**src/rtl/add_arb_pkg.sv**
```systemverilog
// Shared widths and the round-robin pick helper for the adder request arbiter.
// Optional statistics counters are enabled with the ADD_ARB_STATS_EN macro.
package add_arb_pkg;

  localparam int OPND_W     = 9;
  localparam int RES_W      = 10;
  localparam int DATA_IN_W  = OPND_W;
  localparam int DATA_OUT_W = RES_W;
  localparam int MAX_REQ    = 8;

  // Index of the first set bit of valid at or after ptr, wrapping within n entries.
  // The caller qualifies the result with |valid.
  function automatic logic [2:0] rr_pick_idx(input logic [MAX_REQ-1:0] valid,
                                             input logic [2:0] ptr,
                                             input logic [3:0] n);
    logic [2:0] sel;
    logic       hit;
    logic [3:0] idx;
    sel = ptr;
    hit = 1'b0;
    for (int k = 0; k < MAX_REQ; k++) begin
      idx = {1'b0, ptr} + 4'(k);
      if (idx >= n) idx = idx - n;
      if (!hit && (4'(k) < n) && valid[idx[2:0]]) begin
        sel = idx[2:0];
        hit = 1'b1;
      end
    end
    return sel;
  endfunction

endpackage

```
**src/rtl/add_arb_tag_fifo.sv**
```systemverilog
// In-order tag FIFO recording which requester owns each op in flight in the adder.
// DEPTH must be a power of two, at least 2.
module add_arb_tag_fifo import add_arb_pkg::*; #(
  parameter int DEPTH = 8,
  parameter int W     = 2
) (
  input  logic                   clk,
  input  logic                   rst,
  input  logic                   push,
  input  logic [W-1:0]           din,
  input  logic                   pop,
  output logic [W-1:0]           dout,
  output logic                   full,
  output logic                   empty,
  output logic [$clog2(DEPTH):0] count
);
  localparam int AW = $clog2(DEPTH);

  logic [W-1:0]  mem [DEPTH];
  logic [AW-1:0] wptr, rptr;
  logic          do_push, do_pop;

  assign full    = (count == (AW+1)'(DEPTH));
  assign empty   = (count == '0);
  assign do_pop  = pop & ~empty;
  assign do_push = push & (~full | do_pop);
  assign dout    = mem[rptr];

  always_ff @(posedge clk) begin
    if (do_push) mem[wptr] <= din;
  end

  always_ff @(posedge clk) begin
    if (rst) begin
      wptr  <= '0;
      rptr  <= '0;
      count <= '0;
    end else begin
      if (do_push) wptr <= wptr + 1'b1;
      if (do_pop)  rptr <= rptr + 1'b1;
      case ({do_push, do_pop})
        2'b10:   count <= count + 1'b1;
        2'b01:   count <= count - 1'b1;
        default: count <= count;
      endcase
    end
  end

endmodule

```
**src/rtl/add_req_arbiter.sv**
```systemverilog
// Round-robin arbiter sharing one 9+9->10-bit adder among NUM_REQ requesters,
// routing results back in order. Define ADD_ARB_STATS_EN for per-requester grant counters.
module add_req_arbiter import add_arb_pkg::*; #(
  parameter int NUM_REQ    = 4,
  parameter int MAX_OUTSTD = 8
`ifdef ADD_ARB_STATS_EN
  , parameter int CNT_W    = 16
`endif
) (
  input  logic                         clk,
  input  logic                         rst,
  input  logic [NUM_REQ-1:0]           req_valid,
  output logic [NUM_REQ-1:0]           req_ready,
  input  logic [NUM_REQ*DATA_IN_W-1:0] req_data0,
  input  logic [NUM_REQ*DATA_IN_W-1:0] req_data1,
  output logic [DATA_IN_W-1:0]         add_data0,
  output logic [DATA_IN_W-1:0]         add_data1,
  output logic                         add_valid,
  input  logic [DATA_OUT_W-1:0]        add_res_data,
  input  logic                         add_res_valid,
  output logic [NUM_REQ-1:0]           rsp_valid,
  output logic [DATA_OUT_W-1:0]        rsp_data,
  output logic [$clog2(MAX_OUTSTD):0]  outstd,
  output logic                         err_orphan
`ifdef ADD_ARB_STATS_EN
  , output logic [NUM_REQ*CNT_W-1:0]   grant_cnt
`endif
);
  localparam int TAG_W = $clog2(NUM_REQ);
  localparam int OC_W  = $clog2(MAX_OUTSTD) + 1;

  logic [TAG_W-1:0] rr_ptr, gnt_idx, head_tag;
  logic             full, empty, push, pop, fifo_full;

  // Full is judged on the registered count only, so a same-cycle pop never frees a slot early.
  assign full    = (outstd == OC_W'(MAX_OUTSTD));
  assign gnt_idx = TAG_W'(rr_pick_idx(MAX_REQ'(req_valid), 3'(rr_ptr), 4'(NUM_REQ)));
  assign push    = ~full & (|req_valid);
  assign pop     = add_res_valid & ~empty;

  always_comb begin
    req_ready = '0;
    if (push) req_ready[gnt_idx] = 1'b1;
  end

  add_arb_tag_fifo #(.DEPTH(MAX_OUTSTD), .W(TAG_W)) u_tag_fifo (
    .clk   (clk),
    .rst   (rst),
    .push  (push),
    .din   (gnt_idx),
    .pop   (pop),
    .dout  (head_tag),
    .full  (fifo_full),
    .empty (empty),
    .count (outstd)
  );

  always_ff @(posedge clk) begin
    if (rst) begin
      rr_ptr     <= '0;
      add_valid  <= 1'b0;
      add_data0  <= '0;
      add_data1  <= '0;
      rsp_valid  <= '0;
      rsp_data   <= '0;
      err_orphan <= 1'b0;
    end else begin
      add_valid <= push;
      if (push) begin
        add_data0 <= req_data0[gnt_idx*DATA_IN_W +: DATA_IN_W];
        add_data1 <= req_data1[gnt_idx*DATA_IN_W +: DATA_IN_W];
        rr_ptr    <= (gnt_idx == TAG_W'(NUM_REQ-1)) ? '0 : gnt_idx + 1'b1;
      end
      rsp_valid <= pop ? (NUM_REQ'(1) << head_tag) : '0;
      if (pop) rsp_data <= add_res_data;
      // Results with no tag belong to ops issued before a reset; drop and flag them.
      if (add_res_valid && empty) err_orphan <= 1'b1;
    end
  end

`ifdef ADD_ARB_STATS_EN
  for (genvar i = 0; i < NUM_REQ; i++) begin : g_cnt
    logic [CNT_W-1:0] cnt;
    always_ff @(posedge clk) begin
      if (rst)                             cnt <= '0;
      else if (req_ready[i] && cnt != '1)  cnt <= cnt + 1'b1;
    end
    assign grant_cnt[i*CNT_W +: CNT_W] = cnt;
  end
`endif

endmodule

```
**config.mk**
```make
export PLATFORM = sky130hd
export DESIGN_NAME = add_req_arbiter
export DESIGN_NICKNAME = d
export VERILOG_FILES = /design/src/rtl/add_arb_pkg.sv /design/src/rtl/add_arb_tag_fifo.sv /design/src/rtl/add_req_arbiter.sv
export SDC_FILE = /design/constraint.sdc
export NUM_CORES = 1
export LEC_CHECK = 0
export CORE_ASPECT_RATIO = 1.2
export CORE_MARGIN = 5
export CORE_UTILIZATION = 23
export DETAILED_ROUTE_END_ITERATION = 16
export PLACE_DENSITY = 0.54
export SLEW_MARGIN = 30
export SYNTH_ARGS = -nofsm -noshare
export SYNTH_HDL_FRONTEND = slang
export SYNTH_SLANG_ARGS = --single-unit
```
**constraint.sdc**
```tcl
create_clock -name clk -period 4.15 [get_ports clk]
set_input_delay 0.83 -clock clk [delete_from_list [all_inputs] [get_ports clk]]
set_output_delay 0.83 -clock clk [all_outputs]
set_load 0.05 [all_outputs]
```
== After elaboration in Yosys (flattened, before gate mapping) ==
Memory sizes are Yosys's and may differ from the RTL's. A register that Yosys moved wholly into a read port is not among the register bits.
Cells that the tools add are included.

* Multiply operators: 1
* Add/subtract/negate cells: 12
* Order comparisons: 10
* Shift operators: 3
* Mux-type cells: 28
* Bitwise operators: 8
* Equal/unequal tests: 4
* Reduce and logical (&&, ||, !) cells: 12

{| class="wikitable"
|+ Operators by type and width
! operator !! number
|-
| $shiftx 36x7->9 || 2
|-
| $mux 3 || 6
|-
| $lt 3x4->1 const B || 4
|-
| $bmux 1 s3 || 4
|-
| $mux 1 || 10
|-
| $mux 2 || 5
|-
| $ge 3x3->1 const B || 3
|-
| $sub 3x3->3 const B || 3
|-
| $pmux 4 s2 || 1
|-
| $add 2x2->3 const B || 2
|-
| $add 3x1->3 const B || 2
|-
| $mul 2x4->6 const B || 1
|-
| $logic_and 1x1->1 || 5
|-
| $add 4x1->4 const B || 1
|-
| $and 1x1->1 || 4
|-
| $eq 2x2->1 const B || 2
|-
| $eq 4x4->1 const B || 1
|-
| $logic_not 4->1 || 1
|-
| $mux 4 || 1
|-
| $reduce_or 4->1 || 1
|-
| $shl 1x2->4 const A || 1
|-
| $sub 4x1->4 const B || 1
|-
| $add 2x1->3 const B || 1
|-
| $ge 2x3->1 const B || 1
|-
| other kinds (11) || 15
|}

* Bits in writable memories: 16
* Bits of input ports: 89
* Output and inout port bits: 42
* Memories kept: 1
* Bits in registers: 46
* Word-level logic and storage cells: 89

{| class="wikitable"
|+ Memory list
! name !! depth !! width !! rd ports !! clocked after Yosys merged registers in !! write ports !! line !! text
|-
| u_tag_fifo.mem || 8 || 2 || 1 || 1 || 1 || add_arb_tag_fifo.sv:19 || <nowiki>logic [W-1:0] mem [DEPTH];</nowiki>
|}

== Depth between registers and ports, before layout ==
* Depth in word-level cells: 19
* Depth in mapped cells: 13
* Mapped depth without buffers: 11

== Hierarchy ==
From an unflattened synthesis, not the netlist that was laid out.

* Cells, all modules: 368
* Area, all modules: 3802.4 µm²

{| class="wikitable"
|+ By module, submodules not included
! module !! sequential area each (µm²) !! area an instance (µm²) !! cells each !! times used
|-
| add_req_arbiter || 720.7 || 2443.6 || 260 || 1
|-
| add_arb_tag_fifo || 740.7 || 1358.8 || 108 || 1
|}

== Least setup slack after synthesis ==
No wires, ideal clock.

* Kind: register to output
* Start: register rr_ptr[0]
* End: output req_ready[3]
* Arrival time: 2.717 ns
* Buffers on the path: 3
* Required time: 3.320 ns
* Slack: 0.603 ns
* Cell stages (with the launch flop): 12
* Path through: dfxtp_1 buf_6 inv_2 ha_1 nor2_1 o32a_1 o31a_1 mux2i_4 buf_6 buf_6 ha_1 and2_1

* Longest elaborated chain between the ends: 19
* Elaborated cells between the ends (all ways): 42
* Classes of those cells: 7 x add/sub; 6 x order compare; 22 x mux; 7 x reduce/logical

{| class="wikitable"
|+ Ends and longest elaborated chain
! what !! line !! text
|-
| start: declaration || add_req_arbiter.sv:32 || <nowiki>logic [TAG_W-1:0] rr_ptr, gnt_idx, head_tag;</nowiki>
|-
| start signal: assignment || add_req_arbiter.sv:72 || <nowiki>rr_ptr <= (gnt_idx == TAG_W'(NUM_REQ-1)) ? '0 : gnt_idx + 1'b1;</nowiki>
|-
| parallel branches: the longest is 13 deep, another holds $add 2x1->3 || - ||
|-
| $mux 2 (*) || add_arb_pkg.sv:24 || <nowiki>if (!hit && (4'(k) < n) && valid[idx[2:0]]) begin</nowiki>
|-
| via gnt_idx[0] || add_req_arbiter.sv:32 ||
|-
| $lt 2x3->1 (implied by the code) or $ge 2x1->1 (tied branches) || add_req_arbiter.sv:43 || <nowiki>if (push) req_ready[gnt_idx] = 1'b1;</nowiki>
|-
| $logic_and 1x1->1 (implied by the code) || add_req_arbiter.sv:43 ||
|-
| $mux 1 (implied by the code) || add_req_arbiter.sv:43 ||
|-
| $demux 1 s2 (*) || add_req_arbiter.sv:43 ||
|-
| $mux 4 (*) || add_req_arbiter.sv:43 ||
|-
| end: declaration || add_req_arbiter.sv:13 || <nowiki>output logic [NUM_REQ-1:0] req_ready,</nowiki>
|}

Mark *: on every way through the listed nets, which the timed path passes. The select of a mux whose other input is x is not followed.

== Worst setup path after layout ==
* Start: input req_valid[3]
* End: output req_ready[3]

* Longest elaborated chain between the ends: 17
* Elaborated cells between the ends (all ways): 29
* Classes of those cells: 2 x order compare; 18 x mux; 1 x bitwise; 8 x reduce/logical

{| class="wikitable"
|+ Ends and longest elaborated chain
! what !! line !! text
|-
| start: declaration || add_req_arbiter.sv:12 || <nowiki>input logic [NUM_REQ-1:0] req_valid,</nowiki>
|-
| $bmux 1 s3 || add_arb_pkg.sv:24 ||
|-
| $mux 1 (implied by the code) || add_arb_pkg.sv:24 ||
|-
| $mux 1 || add_arb_pkg.sv:24 ||
|-
| $logic_not 1->1 || add_arb_pkg.sv:24 ||
|-
| $logic_and 1x1->1 || add_arb_pkg.sv:24 ||
|-
| $mux 1 || add_arb_pkg.sv:24 ||
|-
| $logic_not 1->1 || add_arb_pkg.sv:24 ||
|-
| $logic_and 1x1->1 || add_arb_pkg.sv:24 ||
|-
| [... 2 more ...] || - ||
|-
| $logic_and 1x1->1 || add_arb_pkg.sv:24 ||
|-
| $mux 2 (*) || add_arb_pkg.sv:24 ||
|-
| via gnt_idx[1] || add_req_arbiter.sv:32 ||
|-
| $lt 2x3->1 (implied by the code) or $ge 2x1->1 (tied branches) || add_req_arbiter.sv:43 ||
|-
| $logic_and 1x1->1 (implied by the code) || add_req_arbiter.sv:43 ||
|-
| $mux 1 (implied by the code) || add_req_arbiter.sv:43 ||
|-
| $demux 1 s2 (*) || add_req_arbiter.sv:43 ||
|-
| $mux 4 (*) || add_req_arbiter.sv:43 ||
|}

The timed path passes the listed nets; every way through them passes the cells marked *. The select of a mux whose other input is x is not followed.

==> flow_summary_export.csv <==
group,metric,value,unit
placed_design,dp.cells,606,
critical_path,path_cells,"clkdlybuf4s50_1 -> mux4_1 -> or4_1 -> o211ai_2 -> inv_1 -> ha_1 -> and2_1 -> buf_12",
sta,finalCritPeriodShare,0.967,
synthesis,synthCells,308,
critical_path,largest_stage_delay_on_the_critical_path,0.55,ns
synthesis,ys_seq_area_frac,0.452,
final_layout,synthToLayoutAreaGrowth,56.5,%
route,drt_first_iter_violations,63,
global_routing,grt_overflow_total,0,
placed_design,dp_worst_setup_slack,0.152,ns
synthesis,netlist_top_cells_area,"dfxtp_1, edfxtp_1, mux2i_1",
sta,fin_worst_skew,0.00611,ns
critical_path,worstPathArrival,3.18,ns
cts,cts_max_level,3,
placed_design,hpwl,6700,um
synthesis,register_bit_count_reported_by_yosys,65,
critical_path,critical_path.startpoint_type,"input port",
sta,rsz0062_at_grt,"no",
global_routing,antenna_found_initial,0,
route,route.detailed.vias_per_inst,4.50,
floorplan,floorplan.die_area,16500,sq um
critical_path,timing.critical_path.buf_inv,3,
sta,worst_slew_pin_slew,0.574,ns
floorplan,die_y,140,um
critical_path,critPathCaptureType,"output pin",
route,route.antenna.remaining_nets,0,
route,detail_route.wirelength,8500,um
min_path,hold_path_depth,1,
critical_path,worst-path-max-fanout,5,
critical_path,timing.reg2reg.worst_path_depth,10,
synthesis,asyncSetResetFlopFracSynth,0,
power_and_ir_drop,power.static_leakage,2.04,nW
route,drc,0,
synthesis,ys_warn_count,0,
cts,postCtsSetupRepairBufs,0,
critical_path,end_of_the_critical_path,"req_ready[3]",
route,wl_per_cell,13.7,um
power_and_ir_drop,power.density,748,nW/um^2
synthesis,dominantRegCellSynth,"dfxtp_1",
floorplan,dieWidth,118,um
placed_design,finalWeightedCongestion,0.791,
final_layout,filler_cell_count,1376,
sta,relSlewSlack,0.612,
cts,max-clock-path-buffers,2,
power_and_ir_drop,total_power,3.78,mW
critical_path,critPathLaunch,"req_valid[3]",
sta,timing.final.hold_violations,0,
sta,fin_setup_tns,0,ns
power_and_ir_drop,ir_drop,0.415,mV
placed_design,portBuffers,130,
sta,setup_viol,0,
synthesis,synth_largest_area_cell,"dfxtp_1",
final_layout,num_antenna_cells,0,
final_layout,post_layout_nonfiller_instances,622,
final_layout,finish.instance_area,5050,sq um
cts,clock_latency,0.33,ns
synthesis,synth_edf_count,16,
final_layout,fin_nets,546,
cts,holdBufCountCts,0,
critical_path,worstPathRequired,3.32,ns
cts,number_of_clock_sinks,65,
sta,final.setup.worst_slack,0.136,ns
sta,fmax,249,MHz
synthesis,synth.avg_cell_area,10.5,sq um
route,dr_total_vias,2798,
global_routing,number_of_global_route_vias_before_repair,2940,
global_routing,grt_pass1_wl,14200,um
critical_path,reg2reg_setup_slack,1.00,ns
cts,clkSlewWorstSetupHoldPaths,0.05,ns
critical_path,crit-reg2reg-capture,"add_data0[0]",
cts,cts_tree,"yes",
sta,final_worst_path_period_need,4.01,ns
floorplan,num_io_pins,131,
critical_path,master_of_the_slowest_instance_on_the_critical_path,"mux4_1",
cts,cts.root.buffer_cell,"clkbuf_16",
synthesis,syn-num-nets,408,
critical_path,worstSetupPathDepth,8,
final_layout,final_core_utilization,0.366,
sta,smallest_hold_slack,0.447,ns
global_routing,gr-usage-all-layers,0.105,
sta,slew_viol_final,0,
synthesis,synth_top_cell_area_share,0.304,
critical_path,worst-setup-path-type,"in2out",
floorplan,initial_utilization,0.234,
critical_path,crit_family,"buffers and inverters",
global_routing,grt_max_degree,37,
cts,post_cts.resized_instances,0,
job,maxCapViolations,0,
route,number_of_iterations_in_the_first_detailed_routing_pass,4,
min_path,hold_class,"reg2reg",
run_status,status,"completed",
synthesis,synth.distinct_cells,46,
final_layout,ratio_of_cells_with_drive_above_1_in_the_final_layout,0.0931,
cts,tritoncts_buffers,9,
synthesis,post_synth_instance_area,3230,sq um
floorplan,row_count,47,
placed_design,postPlaceCellArea,4750,sq um
critical_path,worstReg2RegStart,"rr_ptr[0]",
floorplan,coreArea,13800,sq um
## report_power, final
group,internal [mW],switching (mW)
Sequential,0.853,0.115
Clock,0.498,0.261
Combinational,0.873,1.18
## registers in the layout (all words and copies together), names as in the netlist, named ones only
| signal | count |
|---|---|
| u_tag_fifo.wptr | 3 |
| rr_ptr | 2 |
| add_data1 | 9 |
| rsp_data | 10 |
| u_tag_fifo.mem | 16 |
| add_valid | 1 |
| err_orphan | 1 |
| u_tag_fifo.count | 4 |
| u_tag_fifo.rptr | 3 |
| add_data0 | 9 |
| rsp_valid | 4 |
## placed cells by master (no fill, tap or decap), types with 2 or more instances in the layout
| cell type | n |
|---|---|
| nor3b_1 | 2 |
| xnor2_1 | 3 |
| clkbuf_16 | 10 |
| inv_1 | 4 |
| edfxtp_1 | 16 |
| dfxtp_1 | 49 |
| mux2i_1 | 41 |
| mux4_2 | 5 |
| o22ai_1 | 18 |
| o31ai_1 | 2 |
| and2_1 | 4 |
| nor2_1 | 20 |
| nand3b_1 | 2 |
| buf_4 | 16 |
| ha_1 | 11 |
| nand2b_1 | 3 |
| buf_12 | 2 |
| nor3_1 | 4 |
| a21oi_1 | 18 |
| o21ai_0 | 5 |
| clkinv_1 | 3 |
| nor4b_1 | 2 |
| clkdlybuf4s50_1 | 126 |
| mux2_2 | 2 |
| nor4_1 | 4 |
| nand2_1 | 35 |
| a21o_1 | 18 |
| xor2_1 | 5 |
## cell usage after synthesis, drive strengths merged (2+ instances only)
master / n
dfxtp: 49
mux2i: 42
nand2: 36
nor2: 20
a21o: 18
a21oi: 18
o22ai: 18
edfxtp: 16
buf: 11
ha: 11
clkbuf: 6
mux4: 6
inv: 5
o21ai: 5
xor2: 5
and2: 4
nor3: 4
nor4: 4
nand2b: 3
xnor2: 3
mux2: 2
nand3b: 2
nor3b: 2
nor4b: 2
o31ai: 2
## routing by layer
layer | global-route usage | wire length (um)
met5 | 0 | 0
met4 | 0.0513 | 192
met3 | 0.0515 | 873
met2 | 0.173 | 4070
met1 | 0.112 | 3360
## worst min path at each step
stage | start | to | slack [ns]
floorplan | u_tag_fifo.rptr[1] | flop | 0.45
global placement | add_data1[8] | add_data1[8] | 0.43
detailed placement | add_data1[6] | add_data1[6] | 0.44
CTS | add_data0[3] | add_data0[3] | 0.45
global route | add_data0[2] | add_data0[2] | 0.47
finish | add_data1[7] | add_data1[7] | 0.45
## cells by family (layout without fill, tap and decap cells)
kind of cell | Yosys count | in the layout | share of synthesized area
simple gates | 82 | 82 | 0.118
compound gates | 69 | 69 | 0.139
flops | 65 | 65 | 0.452
mux | 50 | 50 | 0.184
buf+inv | 23 | 166 | 0.0430
fa+ha+maj | 11 | 11 | 0.0426
xor+xnor | 8 | 8 | 0.0217
## area by class of cell
type | count | area (sq um) | area share
clock inverters | 5 | 51.3 | 0.0101
inverters | 6 | 22.5 | 0.00446
well taps | 171 | 214 | 0.0423
multi-input cells | 220 | 1630 | 0.323
flip-flops and latches | 65 | 1460 | 0.289
clock buffers | 11 | 254 | 0.0502
repair buffers | 144 | 1420 | 0.281
No activity file was read; power rests on OpenSTA's default activity.
